===== config.mk =====
export PLATFORM = sky130hd
export DESIGN_NAME = dev_latch_port_ctrl
export DESIGN_NICKNAME = d
export VERILOG_FILES = /design/src/rtl/dev_latch_port_ctrl.sv
export SDC_FILE = /design/constraint.sdc
export NUM_CORES = 1
export LEC_CHECK = 0
export ABC_AREA = 1
export CAP_MARGIN = 10
export CORE_MARGIN = 1.5
export CORE_UTILIZATION = 51
export DETAILED_ROUTE_END_ITERATION = 6
export GPL_TIMING_DRIVEN = 1
export PLACE_DENSITY_LB_ADDON = 0.2
export SLEW_MARGIN = 20
export SYNTH_ARGS = -nofsm -noshare
export SYNTH_HDL_FRONTEND = slang
export SYNTH_SLANG_ARGS = --single-unit

===== constraint.sdc =====
create_clock -name clk -period 2.5 [get_ports clk]
set_input_delay 0.5 -clock clk [delete_from_list [all_inputs] [get_ports clk]]
set_output_delay 0.5 -clock clk [all_outputs]
set_load 0.02 [all_outputs]

===== src/rtl/dev_latch_port_ctrl.sv =====
// dev_latch_port_ctrl: decodes CPU OUT cycles onto per-device latches and queues each update
// to the mapper through a first-word-fall-through FIFO, holding the CPU when the queue is full.
module dev_latch_port_ctrl #(
  parameter int          NUM_DEV    = 3,
  parameter int          FIFO_DEPTH = 4,
  parameter logic [7:0]  RESET_VAL  = 8'hFF
) (
  input  logic                   clk,
  input  logic                   reset_n,
  input  logic                   io_wr,
  input  logic [7:0]             io_addr,
  input  logic [7:0]             io_data,
  input  logic [NUM_DEV-1:0]     dev_en,
  input  logic [8*NUM_DEV-1:0]   dev_port,
  input  logic [8*NUM_DEV-1:0]   dev_mask,
  input  logic [1:0]             sel_dev,
  output logic                   cpu_wait,
  output logic                   upd_valid,
  input  logic                   upd_ready,
  output logic [1:0]             upd_dev,
  output logic [7:0]             upd_data,
  output logic [7:0]             data_to_mapper
);
  localparam int AW = $clog2(FIFO_DEPTH);
  localparam int CW = AW + 1;
  typedef enum logic [1:0] {IDLE, PUSH, STALL} state_t;
  state_t         state_q, state_d;
  logic           io_wr_q;
  logic           cpu_wait_q, cpu_wait_d;
  logic [7:0]     latch_q [NUM_DEV];
  logic [7:0]     latch_d [NUM_DEV];
  logic [1:0]     cap_dev_q, cap_dev_d;
  logic [7:0]     cap_data_q, cap_data_d;
  logic [9:0]     mem_q [FIFO_DEPTH];
  logic [9:0]     mem_d [FIFO_DEPTH];
  logic [AW-1:0]  wptr_q, wptr_d, rptr_q, rptr_d;
  logic [CW-1:0]  count_q, count_d;
  logic           wr_edge, hit, push, pop, full;
  logic [1:0]     win;
  assign wr_edge   = io_wr & ~io_wr_q;
  assign full      = count_q == CW'(FIFO_DEPTH);
  assign upd_valid = count_q != '0;
  assign pop       = upd_valid & upd_ready;
  assign upd_dev   = upd_valid ? mem_q[rptr_q][9:8] : '0;
  assign upd_data  = upd_valid ? mem_q[rptr_q][7:0] : '0;
  assign cpu_wait  = cpu_wait_q;
  // descending scan so the lowest matching index is the one left standing
  always_comb begin
    hit = 1'b0;
    win = '0;
    for (int i = NUM_DEV - 1; i >= 0; i--)
      if (dev_en[i] && ((io_addr & dev_mask[8*i +: 8]) == (dev_port[8*i +: 8] & dev_mask[8*i +: 8]))) begin
        hit = 1'b1;
        win = 2'(i);
      end
  end
  always_comb begin
    data_to_mapper = RESET_VAL;
    for (int i = 0; i < NUM_DEV; i++)
      if (sel_dev == 2'(i)) data_to_mapper = latch_q[i];
  end
  always_comb begin
    state_d    = state_q;
    push       = 1'b0;
    latch_d    = latch_q;
    cap_dev_d  = cap_dev_q;
    cap_data_d = cap_data_q;
    if (state_q == IDLE) begin
      if (wr_edge && hit) begin
        for (int i = 0; i < NUM_DEV; i++)
          if (win == 2'(i)) latch_d[i] = io_data;
        cap_dev_d  = win;
        cap_data_d = io_data;
        state_d    = PUSH;
      end
    end else begin
      push    = !full || pop;
      state_d = push ? IDLE : STALL;
    end
    cpu_wait_d = state_d == STALL;
  end
  always_comb begin
    mem_d = mem_q;
    if (push) mem_d[wptr_q] = {cap_dev_q, cap_data_q};
    wptr_d  = wptr_q + AW'(push);
    rptr_d  = rptr_q + AW'(pop);
    count_d = count_q + CW'(push) - CW'(pop);
  end
  always_ff @(posedge clk) begin
    if (!reset_n) begin
      state_q    <= IDLE;
      io_wr_q    <= 1'b0;
      cpu_wait_q <= 1'b0;
      latch_q    <= '{default: RESET_VAL};
      cap_dev_q  <= '0;
      cap_data_q <= '0;
      mem_q      <= '{default: '0};
      wptr_q     <= '0;
      rptr_q     <= '0;
      count_q    <= '0;
    end else begin
      state_q    <= state_d;
      io_wr_q    <= io_wr;
      cpu_wait_q <= cpu_wait_d;
      latch_q    <= latch_d;
      cap_dev_q  <= cap_dev_d;
      cap_data_q <= cap_data_d;
      mem_q      <= mem_d;
      wptr_q     <= wptr_d;
      rptr_q     <= rptr_d;
      count_q    <= count_d;
    end
  end
endmodule


==> results_tabular.tex <==
\begin{tabular}{lr}
\hline
Metric & Value \\
\hline
\multicolumn{2}{l}{\textbf{Status}} \\
\quad Outcome & completed \\
\multicolumn{2}{l}{\textbf{Synthesis}} \\
\quad Area share of the largest cell type after synthesis & 40.42\% \\
\quad Number of synthesis warnings & 0 \\
\quad Synth cell count leaders & nand2\_1, dfxtp\_1, inv\_1, nand3\_1, a21oi\_1 \\
\quad Portion of the post-synthesis area used by sequential elements & 40.42\% \\
\quad Library cell occupying the most area in the post-synthesis netlist & dfxtp\_1 \\
\quad Syn Area/Cell & 7.052 sq um \\
\quad Most common flop cell mapped by yosys & dfxtp\_1 \\
\quad Synthesized cell area & 4210 sq um \\
\quad Syn\_nets & 675 \\
\quad Most frequent cell after synthesis & nand2\_1 \\
\quad Distinct cell type count of the synthesized netlist & 32 \\
\quad Synthesized instance count & 597 \\
\quad Number of flops mapped to enable cells by yosys & 0 \\
\quad Number of register bits inferred by synthesis & 85 \\
\quad Most area-consuming cells after synthesis & dfxtp\_1, nand3\_1, nand2\_1, a21oi\_1, o21ai\_0 \\
\quad Proportion of synthesized flip-flops having asynchronous set or reset & 0\% \\
\multicolumn{2}{l}{\textbf{Clock network}} \\
\quad Post CTS Setup Buffer Count & 0 \\
\quad Clk pin slew, worst setup/hold paths & 80 ps \\
\quad Depth of the CTS H-tree & 3 \\
\quad Clock latency on the worst-skew pair & 360 ps \\
\quad Buffers from clock root to sink, at most & 2 \\
\quad Root Buffer Master & clkbuf\_8 \\
\quad CTS sink count & 85 \\
\quad CTS tree & done \\
\quad Number of buffers created by CTS & 9 \\
\multicolumn{2}{l}{\textbf{Worst setup path}} \\
\quad Critical Path Start & sel\_dev[1] \\
\quad RR Startpoint & count\_q[0] \\
\quad Type of element launching the critical path & primary input \\
\quad Worst Path Arrival & 1810 ps \\
\quad Critical-path maximum fanout & 6 \\
\quad Kind of critical path & in2out \\
\quad Data required time at the worst endpoint & 2000 ps \\
\quad Crit path capture type & output pin \\
\multicolumn{2}{l}{\textbf{Routing}} \\
\quad Routed WL per cell & 13.12 um \\
\quad Antenna violation net count after detailed routing & 0 \\
\quad \# DRC & 0 \\
\quad Pre-Repair DR Iteration Count & 4 \\
\quad Sum of routed wire length over all layers & 10490 um \\
\quad Via/cell ratio & 5.185 \\
\quad Vias & 4143 \\
\quad Initial drt markers & 173 \\
\multicolumn{2}{l}{\textbf{Timing}} \\
\quad Final critical-path required period & 2308 ps \\
\quad Final setup TNS & 0 ps \\
\quad Final number of max-transition violations & 0 \\
\quad Slew of the pin with the lowest slew margin & 638.1 ps \\
\quad Setup repair after global routing missed its margin & false \\
\quad Crit share post-route & 92.31\% \\
\quad Final Hold Viols & 0 \\
\quad Max transition margin & 57.34\% \\
\quad Worst hold-check slack & 445.7 ps \\
\quad Timing-limited maximum frequency & 433.3 MHz \\
\quad Number of setup violations in the final report & 0 \\
\quad Skew final & 15.71 ps \\
\quad Worst Slack Setup Final & 192.2 ps \\
\multicolumn{2}{l}{\textbf{Pwr}} \\
\quad Power per Cell Area & 644.7 nW/um\^{}2 \\
\quad VDD IR-drop max & 0.0003195 V \\
\quad Leakage power total & 2.327 nW \\
\multicolumn{2}{l}{\textbf{Floorplanning}} \\
\quad Floorplan core area & 7848 sq um \\
\quad Number of top-level pins & 93 \\
\quad Effective utilization at floorplan & 53.65\% \\
\quad Standard-cell rows & 32 \\
\quad Die area & 8810 sq um \\
\quad Overall die height & 93.86 um \\
\quad Die width & 93.86 um \\
\multicolumn{2}{l}{\textbf{Finish}} \\
\quad Share of post-route cells with drive strength above 1 & 12.48\% \\
\quad Area taken by multi-input logic gates & 2038 sq um \\
\quad Number of nets in the finished design & 770 \\
\quad Post-route design area & 5490 sq um \\
\quad Antenna Diode Count & 0 \\
\quad Area growth from synthesis to layout & 30.40\% \\
\quad \# fillers & 685 \\
\quad Seq. cell area & 1705 sq um \\
\multicolumn{2}{l}{\textbf{Placed design}} \\
\quad Pre-CTS setup slack & -52.90 ps \\
\quad Dpl cell area & 5263 sq um \\
\quad Count of buffers from port buffering & 92 \\
\quad Detailed placer's ending HPWL & 7951 um \\
\quad Global placement routability congestion & 0.8201 \\
\multicolumn{2}{l}{\textbf{GRT}} \\
\quad Initial antenna violation count & 0 \\
\quad Total routing usage reported by global routing & 26.03\% \\
\quad Wire length of the first global-routing pass & 18260 um \\
\quad Leftover overflow at the end of global routing & 0 \\
\quad Via count of the first global-routing pass & 4133 \\
\quad Pin count of the biggest net entering global routing & 31 \\
\multicolumn{2}{l}{\textbf{Run}} \\
\quad Max-cap violations & 0 \\
\multicolumn{2}{l}{\textbf{Worst hold path}} \\
\quad Worst hold path class & reg2reg \\
\quad Start point of the worst min-delay path & mem\_q[39] \\
\hline
\end{tabular}
-- worst paths after layout --
| kind | end | slack (ps) | cells after the start |
|---|---|---|---|
| worst max register to register | count_q[2] | 290 | 11 |
| worst min-delay path | mem_q[39] | 450 | 2 |
| worst min register to register | mem_q[39] | 450 | 2 |
| worst max-delay path | data_to_mapper[5] | 190 | 6 |
-- cell usage in the layout, fill, tap and decap left out --
master            n
fa_1              1
buf_2             1
bufinv_16         2
inv_1            81
dfxtp_1          84
o22ai_1           5
nand3_1          75
inv_4             1
a21oi_1          72
nor2_1           19
o21ai_1           4
clkbuf_8          9
nand2_2          12
buf_4            18
inv_6             3
a21oi_2           9
dlygate4sd2_1    18
xnor2_1           2
clkinv_2          2
nor3_1            5
nand3_2           2
nor2_4            3
nand2_4           3
clkdlybuf4s50_1  73
clkinvlp_4        3
nand2_1          98
o21ai_0          64
nor3_2            1
inv_2             7
nor2_2            6
and3b_1           1
o21a_1            3
inv_8             1
ha_1              4
or2_1             1
nand3_4           3
dfxtp_4           1
-- cell type report --
class	instances	share of cell area (%)
Timing Repair inverter	2	0.2735
Inverter	91	6.358
Timing Repair Buffer	110	18.73
Multi-Input combinational cell	393	37.12
Tap cell	102	2.325
Clock inverter	7	1.869
Sequential cell	85	31.06
Clock buffer	9	2.256
-- stage by stage --
step / std cells / power, mW / utilization, %
floorplan: 597 / 2.045 / -
global placement: 781 / 2.423 / 67.06
detailed placement: 781 / 2.451 / 67.06
CTS: 799 / 3.552 / 69.96
global route: 799 / 3.742 / 69.96
finish: 799 / 3.539 / 69.96
-- logic make-up after synthesis --
family / synth area share, %
DFF: 40.42
AOI/OAI and AO/OA: 19.79
adders and majority gates: 1.664
buffers and inverters: 11.17
and+or+nand+nor: 26.54
xor gates and xnor gates: 0.4161
-- worst max-delay path: stages --
cell and delay, ps:
clkdlybuf4s50_1 420, inv_1 160, nand2_1 160, o22ai_1 200
nor2_1 50, dlygate4sd2_1 320
-- metal layers --
layer / global-route usage (%) / wire [um] / vias to the layer above
met1: 30.49 / 4476 / 1864
met4: 6.965 / 119 / 0
li1: - / - / 2138
met2: 46.38 / 5176 / 130
met3: 7.282 / 714 / 11
met5: 0 / 0 / -
-- timing repair --
action / 4_1_cts / 5_1_grt
endpoints found under the setup margin: 18 / 0
hold buffers: 0 / 0
resized for setup: 24 / 0
-- power by group --
group	internal, mW	switching (mW)	total (mW)
Clock	0.579	0.533	1.11
Sequential	1.40	0.0625	1.47
Combinational	0.389	0.572	0.961
Total	2.37	1.17	3.54
-- registers in the layout, summed over array words and instances, names as in the netlist --
name / count
cap_dev_q: 2
cpu_wait: 1
io_wr_q: 1
state_q: 2
latch_q: 24
cap_data_q: 8
wptr_q: 2
rptr_q: 2
count_q: 3
mem_q: 40
No activity file was read; power rests on OpenSTA's default activity.
